**src/rtl/cpu_pkg.sv**
```systemverilog
// cpu_pkg - shared definitions for the fetch/execute sequencer.
//   Default bus widths, instruction opcodes, the sequencer state
//   encoding and a small opcode classification helper.
package cpu_pkg;

    localparam int ADDR_W_DEF = 28;
    localparam int DATA_W_DEF = 32;

    localparam logic [3:0] OP_NOP   = 4'h0;
    localparam logic [3:0] OP_LOAD  = 4'h1;
    localparam logic [3:0] OP_STORE = 4'h2;
    localparam logic [3:0] OP_JMP   = 4'h3;
    localparam logic [3:0] OP_HALT  = 4'hF;

    typedef enum logic [2:0] {
        ST_IDLE,
        ST_FETCH,
        ST_DECODE,
        ST_EXEC,
        ST_HALTED
    } state_t;

    // LOAD and STORE are the only opcodes that need an operand bus phase.
    function automatic logic is_mem_op(input logic [3:0] op);
        return (op == OP_LOAD) || (op == OP_STORE);
    endfunction

endpackage

```
**src/rtl/fetch_sequencer_if.sv**
```systemverilog
// fetch_sequencer_if - memory request/acknowledge bus between the
// sequencer and the memory/bus interface.
//   mem_req   : request, held until acknowledged (master -> slave)
//   mem_we    : write strobe, valid while mem_req=1 (master -> slave)
//   mem_wdata : store data (master -> slave)
//   mem_ack   : current request completes this cycle (slave -> master)
//   mem_rdata : read data, valid with mem_ack (slave -> master)
interface fetch_sequencer_if #(
    parameter int DATA_W = cpu_pkg::DATA_W_DEF
);
    logic              mem_req;
    logic              mem_we;
    logic [DATA_W-1:0] mem_wdata;
    logic              mem_ack;
    logic [DATA_W-1:0] mem_rdata;

    modport master (
        output mem_req,
        output mem_we,
        output mem_wdata,
        input  mem_ack,
        input  mem_rdata
    );

    modport slave (
        input  mem_req,
        input  mem_we,
        input  mem_wdata,
        output mem_ack,
        output mem_rdata
    );
endinterface

```
**src/rtl/pc_reg.sv**
```systemverilog
// pc_reg - program counter with synchronous reset, load and increment.
//   clk      : system clock
//   rst      : synchronous active-high reset, loads RESET_PC
//   inc      : advance the PC by PC_INC (wraps modulo 2^ADDR_W)
//   load     : load load_val (jump target); wins over inc
//   load_val : jump target
//   pc       : current program counter
module pc_reg
    import cpu_pkg::*;
#(
    parameter int ADDR_W   = ADDR_W_DEF,
    parameter int PC_INC   = 1,
    parameter int RESET_PC = 0
) (
    input  logic              clk,
    input  logic              rst,
    input  logic              inc,
    input  logic              load,
    input  logic [ADDR_W-1:0] load_val,
    output logic [ADDR_W-1:0] pc
);

    always_ff @(posedge clk) begin
        if (rst) begin
            pc <= ADDR_W'(RESET_PC);
        end else if (load) begin
            pc <= load_val;
        end else if (inc) begin
            // Natural truncation to ADDR_W gives the modulo wrap.
            pc <= pc + ADDR_W'(PC_INC);
        end
    end

endmodule

```
**src/rtl/fetch_sequencer.sv**
```systemverilog
// fetch_sequencer - instruction fetch/execute sequencer for the RISC core.
//   clk, rst    : system clock, synchronous active-high reset
//   run         : start enable, sampled in IDLE
//   fetch       : 1 = memory address is pcout, 0 = memory address is irout
//   pcout       : program counter
//   irout       : IR operand address field
//   opcode      : IR opcode field
//   bus         : memory request/ack bus (master side)
//   store_data  : value written by STORE
//   load_data   : last LOAD result
//   load_valid  : one-cycle pulse when load_data updates
//   halted      : high in HALTED
//
// state     | meaning
// ----------+-----------------------------------------------------------
// ST_IDLE   | waiting for run
// ST_FETCH  | instruction read at pcout, held until mem_ack
// ST_DECODE | one cycle; dispatch on opcode, JMP loads the PC here
// ST_EXEC   | LOAD/STORE operand access at irout, held until mem_ack
// ST_HALTED | parked until reset
module fetch_sequencer
    import cpu_pkg::*;
#(
    parameter int ADDR_W   = ADDR_W_DEF,
    parameter int DATA_W   = DATA_W_DEF,
    parameter int PC_INC   = 1,
    parameter int RESET_PC = 0
) (
    input  logic                 clk,
    input  logic                 rst,
    input  logic                 run,
    output logic                 fetch,
    output logic [ADDR_W-1:0]    pcout,
    output logic [ADDR_W-1:0]    irout,
    output logic [3:0]           opcode,
    fetch_sequencer_if.master    bus,
    input  logic [DATA_W-1:0]    store_data,
    output logic [DATA_W-1:0]    load_data,
    output logic                 load_valid,
    output logic                 halted
);

    state_t            state;
    state_t            state_nx;
    logic [DATA_W-1:0] ir;
    logic              pc_inc;
    logic              pc_load;
    logic              fetch_done;
    logic              exec_done;

    assign irout  = ir[ADDR_W-1:0];
    assign opcode = ir[DATA_W-1 -: 4];

    // Acks only count in the two requesting states; elsewhere they are ignored.
    assign fetch_done = (state == ST_FETCH) && bus.mem_ack;
    assign exec_done  = (state == ST_EXEC) && bus.mem_ack;

    always_ff @(posedge clk) begin
        if (rst) begin
            state <= ST_IDLE;
        end else begin
            state <= state_nx;
        end
    end

    always_comb begin
        state_nx = state;
        pc_inc   = 1'b0;
        pc_load  = 1'b0;
        case (state)
            ST_IDLE: begin
                if (run) begin
                    state_nx = ST_FETCH;
                end
            end
            ST_FETCH: begin
                if (bus.mem_ack) begin
                    pc_inc   = 1'b1;
                    state_nx = ST_DECODE;
                end
            end
            ST_DECODE: begin
                if (is_mem_op(opcode)) begin
                    state_nx = ST_EXEC;
                end else begin
                    case (opcode)
                        OP_JMP: begin
                            pc_load  = 1'b1;
                            state_nx = ST_FETCH;
                        end
                        OP_HALT: state_nx = ST_HALTED;
                        OP_NOP:  state_nx = ST_FETCH;
                        default: state_nx = ST_FETCH;
                    endcase
                end
            end
            ST_EXEC: begin
                if (bus.mem_ack) begin
                    state_nx = ST_FETCH;
                end
            end
            ST_HALTED: state_nx = ST_HALTED;
            default:   state_nx = ST_IDLE;
        endcase
    end

    always_ff @(posedge clk) begin
        if (rst) begin
            ir         <= '0;
            load_data  <= '0;
            load_valid <= 1'b0;
        end else begin
            if (fetch_done) begin
                ir <= bus.mem_rdata;
            end
            load_valid <= exec_done && (opcode == OP_LOAD);
            if (exec_done && (opcode == OP_LOAD)) begin
                load_data <= bus.mem_rdata;
            end
        end
    end

    pc_reg #(
        .ADDR_W   (ADDR_W),
        .PC_INC   (PC_INC),
        .RESET_PC (RESET_PC)
    ) u_pc_reg (
        .clk      (clk),
        .rst      (rst),
        .inc      (pc_inc),
        .load     (pc_load),
        .load_val (irout),
        .pc       (pcout)
    );

    // Outputs decode straight from the state register so they stay
    // constant for the whole of a request, however long the memory waits.
    assign fetch         = (state == ST_FETCH) || (state == ST_DECODE);
    assign bus.mem_req   = (state == ST_FETCH) || (state == ST_EXEC);
    assign bus.mem_we    = (state == ST_EXEC) && (opcode == OP_STORE);
    assign bus.mem_wdata = bus.mem_we ? store_data : '0;
    assign halted        = (state == ST_HALTED);

endmodule

```
**src/flat_wrapper.sv**
```systemverilog
// flat-port wrapper written by rule: the top's interface ports become plain ports
module fetch_sequencer_flat import cpu_pkg::*;
#(
    parameter int ADDR_W   = ADDR_W_DEF,
    parameter int DATA_W   = DATA_W_DEF,
    parameter int PC_INC   = 1,
    parameter int RESET_PC = 0
)
  (clk, rst, run, fetch, pcout, irout, opcode, store_data, load_data, load_valid, halted, bus_mem_req, bus_mem_we, bus_mem_wdata, bus_mem_ack, bus_mem_rdata);
  fetch_sequencer_if #(.DATA_W(DATA_W)) bus_i ();
  input  logic clk;
  input  logic rst;
  input  logic run;
  output logic fetch;
  output logic [ADDR_W-1:0] pcout;
  output logic [ADDR_W-1:0] irout;
  output logic [3:0] opcode;
  input  logic [DATA_W-1:0] store_data;
  output logic [DATA_W-1:0] load_data;
  output logic load_valid;
  output logic halted;
  output wire logic [$bits(bus_i.mem_req)-1:0] bus_mem_req;
  output wire logic [$bits(bus_i.mem_we)-1:0] bus_mem_we;
  output wire logic [$bits(bus_i.mem_wdata)-1:0] bus_mem_wdata;
  input wire logic [$bits(bus_i.mem_ack)-1:0] bus_mem_ack;
  input wire logic [$bits(bus_i.mem_rdata)-1:0] bus_mem_rdata;
  assign bus_mem_req = bus_i.mem_req;
  assign bus_mem_we = bus_i.mem_we;
  assign bus_mem_wdata = bus_i.mem_wdata;
  assign bus_i.mem_ack = bus_mem_ack;
  assign bus_i.mem_rdata = bus_mem_rdata;
  fetch_sequencer #(.ADDR_W(ADDR_W), .DATA_W(DATA_W), .PC_INC(PC_INC), .RESET_PC(RESET_PC)) u_core (.clk(clk), .rst(rst), .run(run), .fetch(fetch), .pcout(pcout), .irout(irout), .opcode(opcode), .bus(bus_i), .store_data(store_data), .load_data(load_data), .load_valid(load_valid), .halted(halted));
endmodule
```
**config.mk**
```make
export PLATFORM = sky130hd
export DESIGN_NAME = fetch_sequencer_flat
export DESIGN_NICKNAME = d
export VERILOG_FILES = /design/src/rtl/cpu_pkg.sv /design/src/rtl/fetch_sequencer_if.sv /design/src/rtl/pc_reg.sv /design/src/rtl/fetch_sequencer.sv /design/src/flat_wrapper.sv
export SDC_FILE = /design/constraint.sdc
export NUM_CORES = 1
export LEC_CHECK = 0
export CAP_MARGIN = 40
export CORE_ASPECT_RATIO = 0.9
export CORE_UTILIZATION = 43
export DETAILED_ROUTE_END_ITERATION = 12
export PLACE_DENSITY = 0.8
export SLEW_MARGIN = 10
export SYNTH_ARGS = -nofsm -noshare
export SYNTH_HDL_FRONTEND = slang
export SYNTH_HIERARCHICAL = 1
export SYNTH_SLANG_ARGS = --single-unit
```
**constraint.sdc**
```tcl
create_clock -name clk -period 3.1 [get_ports clk]
set_input_delay 0.31 -clock clk [delete_from_list [all_inputs] [get_ports clk]]
set_output_delay 0.31 -clock clk [all_outputs]
set_load 0.01 [all_outputs]
```
==> results of run 1 <==
-- area by class of cell --
cell class	count	area [um2]	share of cell area, %
repair buffers	206	2034	28.60
multi-input cells	421	2624	36.89
clock inverters	4	52.55	0.7388
inverters	9	33.78	0.4749
flip-flops and latches	96	1922	27.02
well taps	152	190.2	2.674
clock buffers	12	256.5	3.606
-- layer usage --
layer  part of all wire [%]  vias to the layer above
li1                       -                     2315
met1                     39                     2222
met2                     49                      179
met3                    8.9                       23
met4                    2.3                        0
met5                      0                        -
-- logic make-up after synthesis --
| logic type | count (synthesis) |
|---|---|
| multiplexers | 33 |
| buffers and inverters | 49 |
| AND/OR/NAND/NOR | 285 |
| AO/OA/AOI/OAI | 89 |
| flip-flops | 96 |
| XOR/XNOR | 13 |
| adder cells (fa/ha/maj) | 1 |
-- cell usage after synthesis, drive strengths merged (7+ instances only) --
cell	n
and2	38
a311oi	7
inv	9
a211oi	11
mux2i	33
nand2	81
nand4	15
nand2b	66
nor2	27
buf	12
a21oi	40
clkbuf	28
dfxtp	96
xor2	11
and3	7
nand3	11
nor3	7
-- worst min path at each step --
stage	end	cells past startpoint	slack, ps	start
after floorplan	u_core/ir[20]	2	450	bus_mem_rdata[20]
after global placement	u_core/load_data[22]	2	460	u_core/load_data[22]
after detailed placement	u_core/ir[21]	2	460	u_core/ir[21]
after CTS	u_core/ir[16]	2	460	rst
after global routing	u_core/ir[16]	2	490	rst
final	u_core/ir[16]	2	460	rst
-- power groups by stage --
stage / logic, mW / registers (mW) / clock network (mW)
floorplan: 0.110 / 1.31 / 0
global placement: 0.281 / 1.31 / 0
detailed placement: 0.284 / 1.32 / 0
CTS: 0.286 / 1.29 / 1.16
global route: 0.309 / 1.29 / 1.22
finish: 0.284 / 1.29 / 1.14
==> impl_metrics.py, run 1 <==
metrics = {
    "place": {
        "dpl.cell_count": 884,
        "dpl.hpwl_um": 10650,
        "gp_congestion": 0.8896,
        "dpl_cell_area_um2": 6804,
        "dp_slack_ps": 557.5,
        "io_buffers": 196,
    },
    "floorplanning": {
        "die_h_um": 102.2,
        "rows": 36,
        "die_area_um2": 11570,
        "die_w_um": 113.3,
        "design.core.area_um2": 10860,
        "initial_utilization_pct": 44.14,
        "pin_count": 197,
    },
    "detailed_routing": {
        "wire_per_inst_um": 16.15,
        "drt_wl_total_um": 14530,
        "drt_iter0_drc": 326,
        "ant_nets": 0,
        "viasPerCell": 5.266,
        "num_vias": 4739,
        "remaining_drc_errors": 0,
        "dr.pass1.iters": 4,
    },
    "worst_setup_path": {
        "path_buf_inv": 2,
        "cp.depth": 5,
        "cp_cell_sequence": "or4b_4, nor2_1, buf_4, and2_1, clkdlybuf4s50_1",
        "endpoint_kind": "output port",
        "cp_max_fo": 33,
        "r2r_slack_ps": 530,
        "critPathMaxStageDelay_ps": 580,
        "worst_path_max_delay_cell": "or4b_4",
        "crit_path_start": "u_core/state[2]",
        "cp-start-kind": "register",
        "worstSetupEndpoint": "bus_mem_wdata[21]",
        "r2r_cells": 6,
        "r2r-end": "u_core/u_pc_reg/pc[21]",
        "crit_family": "simple AND/OR/NAND/NOR gates",
        "reg2reg_from": "u_core/state[2]",
        "path_class": "reg2out",
        "cp.required_ps": 2790,
        "critPathArrivalTime_ps": 2420,
    },
    "pwr": {
        "pwr-share-seq_pct": 47.4,
        "p_per_area_nw_per_um2": 381.8,
        "combPwrFrac_pct": 10.5,
        "power_leakage_nw": 2.401,
        "internal_power_mw": 2.091,
        "p_switching_mw": 0.6245,
        "ir_drop_mv": 0.3698,
        "p_total_mw": 2.716,
        "clkPwrFrac_pct": 42.1,
        "power_switching_share_pct": 23.00,
    },
    "clocking": {
        "cts_setup_buffers": 0,
        "cts_root_buffer": "clkbuf_16",
        "ctsResizeCount": 0,
        "path_clk_slew_ps": 70,
        "cts_tree": "yes",
        "ctsHoldBuffers": 0,
        "clock_latency_ps": 350,
        "cts-buffers-inserted": 9,
        "h-tree-depth": 3,
        "cts.sinks": 96,
        "clk_path_buf_depth": 2,
    },
    "synth": {
        "syn_nets": 635,
        "synth_area_per_cell_um2": 8.467,
        "seq_area_frac_synth_pct": 40.10,
        "synth_top_family_by_area": "simple AND/OR/NAND/NOR gates",
        "yosys.cell_types.count": 55,
        "yosysTopAreaCellShare_pct": 40.10,
        "netlist_area_um2": 4792,
        "ys_warn_count": 6,
        "synth-adder-area-share_pct": 0.2611,
        "yosys_most_used_dff": "dfxtp_1",
        "synthTopCellsByArea": "dfxtp_1 40%, nand2b_1 8.6%, mux2i_1 6.9%",
        "yosys_register_bits": 96,
        "synth-xor-area-share_pct": 2.376,
        "synth_compound_area_share_pct": 12.06,
        "synthMuxAreaShare_pct": 6.893,
        "async_flop_share_pct": 0,
        "synthSimpleGateAreaFrac_pct": 33.05,
        "synth_cells": 566,
        "yosysTopAreaCell": "dfxtp_1",
        "synth_edf_count": 0,
    },
    "flow_run": {
        "drv_cap": 0,
    },
    "timing": {
        "tightest_slew_ps": 731.7,
        "rsz0062_at_grt": "no",
        "fin_crit_ps": 2729,
        "timing_hold_violations_final": 0,
        "fin_hold_ws_ps": 463.0,
        "setup_ws_ps": 370.8,
        "fmax_mhz": 366.4,
        "setup_viol": 0,
        "fin_crit_sh_pct": 88.04,
        "maxSlewHeadroom_pct": 50.95,
        "drv_slew": 0,
        "skew_ps": 8.540,
        "tns_ps": 0,
    },
    "layout": {
        "final_core_util_pct": 65.53,
        "layout-drive-gt1-share_pct": 4.813,
        "layout_commonest_cell": "clkdlybuf4s50_1",
        "antennaDiodeCount": 0,
        "n_fill_cell": 907,
        "fin_nets": 812,
        "final_cells": 900,
        "design_area_um2": 7113,
        "layout_common_cells": "195 x clkdlybuf4s50_1, 96 x dfxtp_1, 81 x nand2_1, 66 x nand2b_1, 40 x a21oi_1",
        "area_growth_pct": 48.43,
    },
    "global_route": {
        "track_usage_pct": 25.20,
        "grt-busiest-layer": "met2",
        "met3_usage_pct": 8.778,
        "grt_pass1_vias": 4473,
        "grtUsageMet2_pct": 44.64,
        "overflow": 0,
        "met1_usage_pct": 28.22,
        "grt_max_degree": 68,
        "grt_antenna_before_repair": 0,
        "grt_pass1_wl_um": 22780,
    },
    "worst_hold_path": {
        "worstHoldPathType": "in2reg",
    },
    "status": {
        "status": "completed",
    },
}
Note: power is estimated with default switching activity, not from simulation.
==> run 2, diff against run 1 <==
Settings changed: CORE_UTILIZATION 43 to 30, PLACE_DENSITY 0.8 to default.
==> run 2 against run 1 <==
Net effect:
- final cell count rose by 5.7%
- utilization fell by 19 points
- cell area rose by 0.58%
- die area rose by 42%
- via count rose by 1.3%
- count of clock-buffer cells in the layout fell by 3
- fmax rose by 1.1%
- combinational power barely moved
- routed wire length rose by 6.6%
- hold slack improved by 8.3 ps
- sequential share of layout area fell by 0.16 points
- worst setup slack improved by 31 ps
==> impl_metrics.py, run 2 (synthesis gave the netlist of run 1 again) <==
metrics = {
    "status": {
        "status": "completed",
    },
    "timing": {
        "tns_ps": 0,
        "rsz0062_at_grt": "no",
        "fin_crit_sh_pct": 87.05,
        "timing_hold_violations_final": 0,
        "setup_ws_ps": 401.5,
        "drv_slew": 0,
        "fin_crit_ps": 2699,
        "skew_ps": 11.75,
        "tightest_slew_ps": 722.0,
        "fmax_mhz": 370.6,
        "setup_viol": 0,
        "maxSlewHeadroom_pct": 51.49,
    },
    "worst_setup_path": {
        "worst_path_max_delay_cell": "or4b_4",
        "path_buf_inv": 2,
        "crit_family": "simple AND/OR/NAND/NOR gates",
        "path_class": "reg2out",
        "cp-start-kind": "register",
        "critPathMaxStageDelay_ps": 590,
        "cp_max_fo": 33,
        "cp.required_ps": 2790,
        "endpoint_kind": "output port",
        "critPathArrivalTime_ps": 2390,
        "cp_cell_sequence": "or4b_4, nor2_1, buf_4, and2_1, clkdlybuf4s50_1",
    },
    "clocking": {
        "ctsResizeCount": 0,
        "cts_setup_buffers": 0,
        "cts_tree": "yes",
        "cts_root_buffer": "clkbuf_16",
        "clk_path_buf_depth": 2,
        "path_clk_slew_ps": 70,
        "h-tree-depth": 3,
        "cts-buffers-inserted": 9,
        "cts.sinks": 96,
        "clock_latency_ps": 360,
        "ctsHoldBuffers": 0,
    },
    "place": {
        "dp_slack_ps": 500.3,
        "dpl.hpwl_um": 11490,
        "gp_congestion": 0.8252,
        "io_buffers": 196,
    },
    "layout": {
        "layout_common_cells": "195 x clkdlybuf4s50_1, 96 x dfxtp_1, 81 x nand2_1, 66 x nand2b_1, 40 x a21oi_1",
        "layout-drive-gt1-share_pct": 5.073,
        "area_growth_pct": 49.30,
        "final_core_util_pct": 46.17,
        "layout_commonest_cell": "clkdlybuf4s50_1",
        "n_fill_cell": 1491,
        "antennaDiodeCount": 0,
        "fin_nets": 813,
    },
    "global_route": {
        "track_usage_pct": 18.77,
        "grt_pass1_wl_um": 23900,
        "grt_antenna_before_repair": 0,
        "overflow": 0,
        "grt_pass1_vias": 4466,
        "grt_max_degree": 67,
    },
    "floorplanning": {
        "rows": 43,
        "design.core.area_um2": 15490,
        "pin_count": 197,
        "die_area_um2": 16480,
        "initial_utilization_pct": 30.93,
        "die_h_um": 121.9,
        "die_w_um": 135.2,
    },
    "detailed_routing": {
        "viasPerCell": 5.046,
        "ant_nets": 0,
        "wire_per_inst_um": 16.28,
        "num_vias": 4799,
        "remaining_drc_errors": 0,
        "drt_iter0_drc": 454,
        "dr.pass1.iters": 5,
        "drt_wl_total_um": 15480,
    },
    "pwr": {
        "ir_drop_mv": 0.2739,
        "p_per_area_nw_per_um2": 369.0,
        "power_leakage_nw": 2.386,
    },
    "worst_hold_path": {
        "worstHoldPathType": "reg2reg",
    },
    "flow_run": {
        "drv_cap": 0,
    },
}
## run 2: cell types whose count changed in the layout (fill, tap and decap cells not counted)
cell        change
buf_4           +1
bufinv_16       -1
clkbuf_1        -1
clkbuf_8        -2
clkinvlp_4      +2
inv_6           +2
## run 2: area by class of cell
cell class	instances	area (um2)	share of cell area, %
clock buffer	9	225.2	3.148
clock inverter	7	55.05	0.7695
inverter	9	33.78	0.4722
multi-input combinational	421	2624	36.67
sequential	96	1922	26.86
tap	202	252.7	3.533
timing repair buffer	207	2042	28.54
## run 2: power breakdown
part | switching, mW | internal, mW | total, mW | leakage [nW]
registers | 0.0307 | 1.26 | 1.29 | 0.776
clock network | 0.516 | 0.551 | 1.07 | 0.132
logic | 0.122 | 0.163 | 0.285 | 1.48
## run 2: path summary, 6_finish.rpt
check,startpoint,end,slack (ps),cells after the start
worst max-delay path,u_core/ir[31],bus_mem_wdata[18],400,5
worst min-delay path,u_core/load_data[23],u_core/load_data[23],470,2
worst max register to register,u_core/ir[31],u_core/u_pc_reg/pc[21],590,6
worst min register to register,u_core/load_data[23],u_core/load_data[23],470,2
## run 2: layer usage
metal | vias to the layer above | track usage (%) | share of wire (%)
met5 | - | 0 | 0
li1 | 2311 | - | -
met4 | 0 | 5.758 | 1.4
met1 | 2274 | 22.95 | 43
met3 | 21 | 6.034 | 8.5
met2 | 193 | 31.22 | 47
## run 2: through the flow
stage | hold slack, ps | power (mW) | std cells | instance area (um2)
global placement | 458.2 | 1.599 | 935 | 6874
finish | 471.3 | 2.640 | 951 | 7154
detailed placement | 463.7 | 1.603 | 935 | 6874
global route | 486.0 | 2.764 | 951 | 7154
CTS | 476.9 | 2.685 | 951 | 7154
floorplan | 446.0 | 1.423 | 566 | 4792
## run 2: worst register-to-register path, cell delays in order (launching register included)
cell	delay, ps
dfxtp_1	350
or4b_4	590
nor3_2	600
buf_4	290
nor2b_1	60
and4_1	180
a2111oi_0	300
